<file path="src/rtl/ram_block_reader.sv">
// ram_block_reader: streams `length` consecutive RAM words from `start_address` onto a valid/ready port
//
// Ports:
//   clk, rst_n         clock (rising edge), asynchronous active-low reset
//   start              request a transfer; only honoured while busy = 0
//   start_address      first RAM address, sampled with start
//   length             number of words (0..DEPTH), sampled with start
//   busy               transfer in progress
//   done               one-cycle pulse when the transfer completes
//   ram_address        registered read address to the RAM
//   ram_read_data      RAM read data, valid one cycle after the address was sampled
//   out_data           stream word, held stable while stalled
//   out_valid          out_data is valid
//   out_ready          consumer accepts the word when out_valid = 1
module ram_block_reader #(
    parameter int SIZE  = 8,
    parameter int DEPTH = 256,
    localparam int AW   = $clog2(DEPTH)
) (
    input  logic            clk,
    input  logic            rst_n,
    input  logic            start,
    input  logic [AW-1:0]   start_address,
    input  logic [AW:0]     length,
    output logic            busy,
    output logic            done,
    output logic [AW-1:0]   ram_address,
    input  logic [SIZE-1:0] ram_read_data,
    output logic [SIZE-1:0] out_data,
    output logic            out_valid,
    input  logic            out_ready
);
    typedef enum logic [1:0] {IDLE, READ, DRAIN, FINISH} state_t;

    state_t         state;
    logic [AW:0]    left;
    logic [1:0]     count;
    logic           in_flight;
    logic [SIZE-1:0] tail;
    logic           pop;
    logic [1:0]     kept;
    logic [1:0]     occ;
    logic           issue;

    // out_data is the FIFO head; tail holds the second entry.
    // occ is the occupancy after this cycle's pop and the pending push,
    // which is also next cycle's buffer count.
    assign pop   = out_valid & out_ready;
    assign kept  = count - {1'b0, pop};
    assign occ   = kept + {1'b0, in_flight};
    assign issue = (state == READ) && (left != '0) && (occ < 2'd2);

    always_ff @(posedge clk or negedge rst_n) begin
        if (!rst_n) begin
            state       <= IDLE;
            left        <= '0;
            count       <= '0;
            in_flight   <= 1'b0;
            tail        <= '0;
            out_data    <= '0;
            out_valid   <= 1'b0;
            ram_address <= '0;
            busy        <= 1'b0;
            done        <= 1'b0;
        end else begin
            count     <= occ;
            out_valid <= occ != 2'd0;
            in_flight <= issue;
            if (in_flight) begin
                if (kept == 2'd0)
                    out_data <= ram_read_data;
                else
                    tail <= ram_read_data;
            end
            if (pop && count == 2'd2)
                out_data <= tail;
            if (issue) begin
                ram_address <= (ram_address == AW'(DEPTH - 1)) ? '0 : ram_address + 1'b1;
                left        <= left - 1'b1;
            end
            unique case (state)
                IDLE: if (start) begin
                    ram_address <= start_address;
                    left        <= length;
                    state       <= (length != '0) ? READ : FINISH;
                    busy        <= 1'b1;
                    done        <= length == '0;
                end
                READ: if (issue && left == (AW+1)'(1)) state <= DRAIN;
                DRAIN: if (occ == 2'd0) begin
                    state <= FINISH;
                    done  <= 1'b1;
                end
                FINISH: begin
                    state <= IDLE;
                    done  <= 1'b0;
                    busy  <= 1'b0;
                end
                default: state <= IDLE;
            endcase
        end
    end
endmodule
</file>
<file path="config.mk">
export PLATFORM = sky130hd
export DESIGN_NAME = ram_block_reader
export DESIGN_NICKNAME = d
export VERILOG_FILES = /design/src/rtl/ram_block_reader.sv
export SDC_FILE = /design/constraint.sdc
export NUM_CORES = 1
export LEC_CHECK = 0
export CAP_MARGIN = 20
export CORE_AREA = 8 8 77 93
export CTS_CLUSTER_DIAMETER = 150
export DETAILED_ROUTE_END_ITERATION = 12
export DIE_AREA = 0 0 85 101
export GPL_ROUTABILITY_DRIVEN = 0
export GPL_TIMING_DRIVEN = 0
export PLACE_DENSITY = 0.78
export SETUP_SLACK_MARGIN = 0.1
export SLEW_MARGIN = 30
export SYNTH_ARGS = -nofsm -noshare
export SYNTH_HDL_FRONTEND = slang
export SYNTH_SLANG_ARGS = --single-unit
</file>
<file path="constraint.sdc">
create_clock -name clk -period 2.85 [get_ports clk]
set_input_delay 0.285 -clock clk [delete_from_list [all_inputs] [get_ports clk]]
set_output_delay 0.285 -clock clk [all_outputs]
set_load 0.02 [all_outputs]
</file>
# After elaboration in Yosys (flattened, before gate mapping)
# Index checks and enable logic that the tools add are counted.
# classes
n_addsub,4
mul,0
n_div,0
order_cmp,1
n_eq_ne,9
n_shift,0
muxes,20
bitwise,2
reduce_logical,20
# ops
op,count
$mux 8,7
$mux 9,3
$reduce_bool 9->1,2
$eq 9x1->1 const B,1
$logic_not 9->1,1
$sub 9x1->9 const B,1
$add 8x1->8 const B,1
$eq 8x8->1 const B,1
$mux 2,4
$pmux 2 s4,1
$reduce_bool 2->1,4
$eq 2x2->1 const B,3
$logic_not 2->1,3
$reduce_and 2->1,3
$reduce_and 3->1,2
$logic_and 1x1->1,4
$ne 2x2->1 const B,2
$mux 1,3
$pmux 1 s3,1
$reduce_bool 3->1,1
$add 2x1->2,1
$eq 2x1->1 const B,1
$lt 2x2->1 const B,1
$ne 2x1->1 const B,1
4 further kinds,4
# word_totals
regBits,41
latch_bits,0
ramBits,0
romBits,0
in_bits,29
out_inout_bits,19
elab_cells,66
mem_count,0

# Depth between registers and ports, before layout
# depth
word_depth,8
depth_mapped,10
mapped_depth_nobuf,9

# Worst setup path before layout
# OpenSTA, ideal clock, no wires.
# synth_path
path_type,flip-flop to flip-flop
startpoint,register out_valid
endpoint,register state[1]
setup_ns,0.125
arrival_time_ns,2.332
t_required_ns,2.725
path_slack_ns,0.394
path_stages_with_launch,10
path_buffers,0
period_less_slack_ns,2.456
path_cell_list,dfrtp_1 -> and2_1 -> ha_1 -> inv_1 -> ha_1 -> xnor3_2 -> inv_1 -> o21a_1 -> nor3_1 -> mux2_2
# synth_via
elab_chain_cells,8
word_cells_on_any_way,10
classes_between,add/sub: 2; order compare: 1; eq/ne: 2; bitwise: 1; reduce/logical: 4
# synth_rtl
element,line,text
"start, declared",30,"output logic out_valid,"
"start signal, assigned",61,out_valid <= 1'b0;
"start signal, assigned",67,out_valid <= occ != 2'd0;
$and 1x1->1 *,48,assign pop = out_valid & out_ready;
$sub 2x1->2 *,49,"assign kept = count - {1'b0, pop};"
$add 2x1->2 *,50,"assign occ = kept + {1'b0, in_flight};"
net occ[1],42,logic [1:0] occ;
$lt 2x2->1,51,assign issue = (state == READ) && (left != '0) && (occ < 2'd2);
$logic_and 1x1->1,51,
$logic_and 1x1->1,89,READ: if (issue && left == (AW+1)'(1)) state <= DRAIN;
$ne 2x1->1 (no source line),--,
$reduce_and 3->1 (no source line) *,--,
"end signal, assigned",85,state <= (length != '0) ? READ : FINISH;
"end, declared",35,state_t state;
# Mark *: on every way through the listed nets, which the timed path passes. The rest lies on a longest branch.
# A chain may end at the register's enable or synchronous reset.

# Worst setup path in the final report
# layout_path
startpoint,input out_ready
endpoint,register state[1]
# layout_via
elab_chain_cells,8
word_cells_on_any_way,10
classes_between,add/sub: 2; order compare: 1; eq/ne: 2; bitwise: 1; reduce/logical: 4
# layout_rtl
element,line,text
"start, declared",31,input logic out_ready
$and 1x1->1 *,48,
$sub 2x1->2 *,49,
$add 2x1->2 *,50,
net occ[1],42,
$lt 2x2->1,51,
$logic_and 1x1->1,51,
$logic_and 1x1->1,89,
$ne 2x1->1 (no source line),--,
$reduce_and 3->1 (no source line) *,--,
# Marked as above.

==> impl_metrics.py <==
metrics = {
    "clock_network": {
        "cts.repair_timing.setup_buffer_count": 0,
        "cts_tree": "yes",
        "numCtsBuffers": 5,
        "cts-root-buf": "clkbuf_8",
        "clk_path_buf_depth": 2,
        "worstSkewPairLatency_ps": 290,
        "clock-sinks": 41,
        "cts.clk_slew.worst_paths_ps": 80,
        "htree_levels": 2,
    },
    "grt": {
        "grt_pass1_wl_um": 9563,
        "first_global_vias": 1987,
        "antenna_found_initial": 0,
        "grt_overflow": 0,
        "grt_start_max_net_pins": 22,
        "grt_usage": 0.1387,
    },
    "drt": {
        "via_per_inst": 5.490,
        "drcViolationCount": 0,
        "vias": 1960,
        "wl_um": 5513,
        "ant_nets": 0,
        "drtPass1Iterations": 4,
        "drt_iter0_drc": 64,
        "drt-wirelength-per-cell_um": 15.44,
    },
    "final_layout": {
        "stdcell_count": 357,
        "diodes": 0,
        "multi_input_area_um2": 1187,
        "area_growth_syn_to_layout_pct": 29.88,
        "utilization": 0.5205,
        "seq_area_um2": 1026,
        "drive_gt1_frac": 0.1031,
        "nets": 329,
        "fill_cells": 519,
    },
    "power": {
        "cellPowerDensity_nw_per_um2": 1094,
        "p_leak_nw": 1.243,
        "max-vdd-ir-drop_mv": 0.5024,
    },
    "floorplan": {
        "fp.dieH_um": 101,
        "core_um2": 5779,
        "rows": 31,
        "die_w_um": 85,
        "initial_core_util": 0.4007,
        "dieArea_um2": 8585,
        "io_pins": 48,
    },
    "critical_path": {
        "arrival_ps": 2720,
        "max_stage_delay_ps": 420,
        "cp_slowest_cell": "clkdlybuf4s50_1",
        "r2r_start": "out_valid",
        "end_kind": "flip-flop",
        "worstReg2RegEnd": "state[1]",
        "cp_cell_sequence": "clkdlybuf4s50_1 > and2_1 > ha_1 > inv_1 > ha_1 > xnor3_2 > inv_1 > o21a_1 > nor3_2 > mux2_2",
        "worst-path-buf-inv": 3,
        "r2r_setup_slack_ps": 320,
        "critPathKind": "in2reg",
        "worst_ep_required_time_ps": 3030,
        "cp-start-kind": "primary input",
        "reg2reg_depth": 9,
        "cpLargestDelayFamily": "buffers and inverters",
        "crit_fanout": 8,
    },
    "timing": {
        "final_max_slew_viol_count": 0,
        "timing.fmax_mhz": 394.0,
        "rsz0062_at_grt": "false",
        "setup-tns-final_ps": 0,
        "hold_viol": 0,
        "skew_ps": 6.218,
        "period_share": 0.8906,
        "slew_headroom": 0.6500,
        "worst_slew_pin_slew_ps": 525.0,
        "period_minus_slack_ps": 2538,
        "setup_violations": 0,
    },
    "synth": {
        "ys_async_sr_fraction": 1.000,
        "seq_area_frac_synth": 0.4430,
        "synthAdderAreaFrac": 0.05402,
        "ys_warn_count": 0,
        "yosys.cell_count.top_type": "dfrtp_1",
        "synth_top_family_by_area": "simple AND/OR/NAND/NOR gates",
        "yosys.area_share.simple": 0.1994,
        "yosysUniqueCellTypes": 48,
        "ys.flop_type": "dfrtp_1",
        "netlist_area_um2": 2316,
        "syn-num-nets": 273,
        "synth.avg_cell_area_um2": 9.897,
        "yosysTopAreaCellShare": 0.4430,
        "synthTopCellsByArea": "dfrtp_1 44%, ha_1 5.4%, mux2_2 4.9%",
        "synth_cells": 234,
        "synth_xor_xnor_area_share": 0.02917,
        "synth_edf_count": 0,
        "synth.mux.area_fraction": 0.09616,
        "synth_compound_area_frac": 0.1318,
        "synth_top_area_cell": "dfrtp_1",
        "synth_commonest_cells": "41 x dfrtp_1, 29 x nand2_1, 16 x nor2_1",
        "ys_ff_latch": 41,
    },
    "placement": {
        "dp_hpwl_um": 4283,
        "numPortBuffers": 47,
        "dp.cells": 348,
    },
    "worst_hold_path": {
        "holdPathStages": 2,
        "whs_endpoint": "out_data[2]",
        "hold_path_class": "reg2reg",
        "min-delay-start": "out_data[2]",
    },
    "job": {
        "drv_cap": 0,
    },
    "run_status": {
        "status": "completed",
    },
}
-- sequential cells by signal, summed over array words and instances (netlist names) --
name and flops:
out_valid 1, state 2, tail 8, ram_address 8
in_flight 1, out_data 8, left 9, count 2
busy 1, done 1
-- report_power, final --
part | switching, W | internal, W
clock network | 0.000199 | 0.000219
logic | 0.000919 | 0.000833
registers | 0.000252 | 0.000870
total | 0.00137 | 0.00192
-- cell families (layout without fill, tap and decap cells) --
logic type,count (synthesis),in the layout
AO/OA/AOI/OAI,44,44
XOR/XNOR,6,6
adder cells (fa/ha/maj),10,10
buffers and inverters,22,79
flip-flops,41,41
multiplexers,21,21
AND/OR/NAND/NOR,90,90
-- layout make-up --
cell class | count | share of cell area
Timing Repair Buffer | 49 | 0.1672
Tap cell | 66 | 0.02745
Inverter | 14 | 0.01747
Buffer | 8 | 0.01830
Multi-Input combinational cell | 171 | 0.3948
Clock buffer | 7 | 0.03203
Clock inverter | 1 | 0.001664
Sequential cell | 41 | 0.3411
-- layout by cell type (no fill, tap or decap), types with 8 or more instances in the layout --
master / Yosys / layout
a31oi_1: 8 / 8
ha_1: 10 / 10
nand2_1: 29 / 29
dfrtp_1: 41 / 41
o21ai_0: 12 / 12
mux2_2: 10 / 10
nor2_1: 16 / 16
mux2i_1: 11 / 11
clkdlybuf4s50_1: 0 / 46
inv_1: 14 / 14
-- what timing repair did --
item	4_1_cts	5_1_grt
hold buffers	1	0
resized for setup	0	1
hold endpoints to repair	20	0
setup endpoints to repair	0	1
-- worst max path at each step --
stage / from / endpoint / cells after the start
floorplan: out_valid / state[1] / 9
global placement: out_ready / state[1] / 10
detailed placement: out_ready / state[1] / 10
CTS: out_valid / state[1] / 9
global route: out_valid / state[1] / 9
finish: out_ready / state[1] / 10
-- metrics by stage --
step                      instance area (um2)  hold slack, ps  power, W  worst slack, ps
after floorplan                          2316          -10.59  0.002286            393.7
after global placement                   2869           461.5  0.002812            11.29
after detailed placement                 2892           291.8  0.002891           -55.72
after CTS                                3003           487.1  0.003322            246.7
after global routing                     3008           500.4  0.003568            194.2
final                                    3008           476.3  0.003292            311.9
-- tightest hold or removal path, cell delays in order, from the launching register on --
cell and delay (ps):
dfrtp_1 340, nand2_1 40, o21ai_0 50
-- per-layer routing --
| metal | vias up | GRT usage | routed length (um) |
|---|---|---|---|
| met5 | - | 0 | 0 |
| met3 | 9 | 0.04323 | 283 |
| met1 | 932 | 0.1554 | 2381 |
| met4 | 0 | 0.05082 | 106 |
| li1 | 957 | - | - |
| met2 | 62 | 0.2404 | 2742 |
No activity file was read; power rests on OpenSTA's default activity.
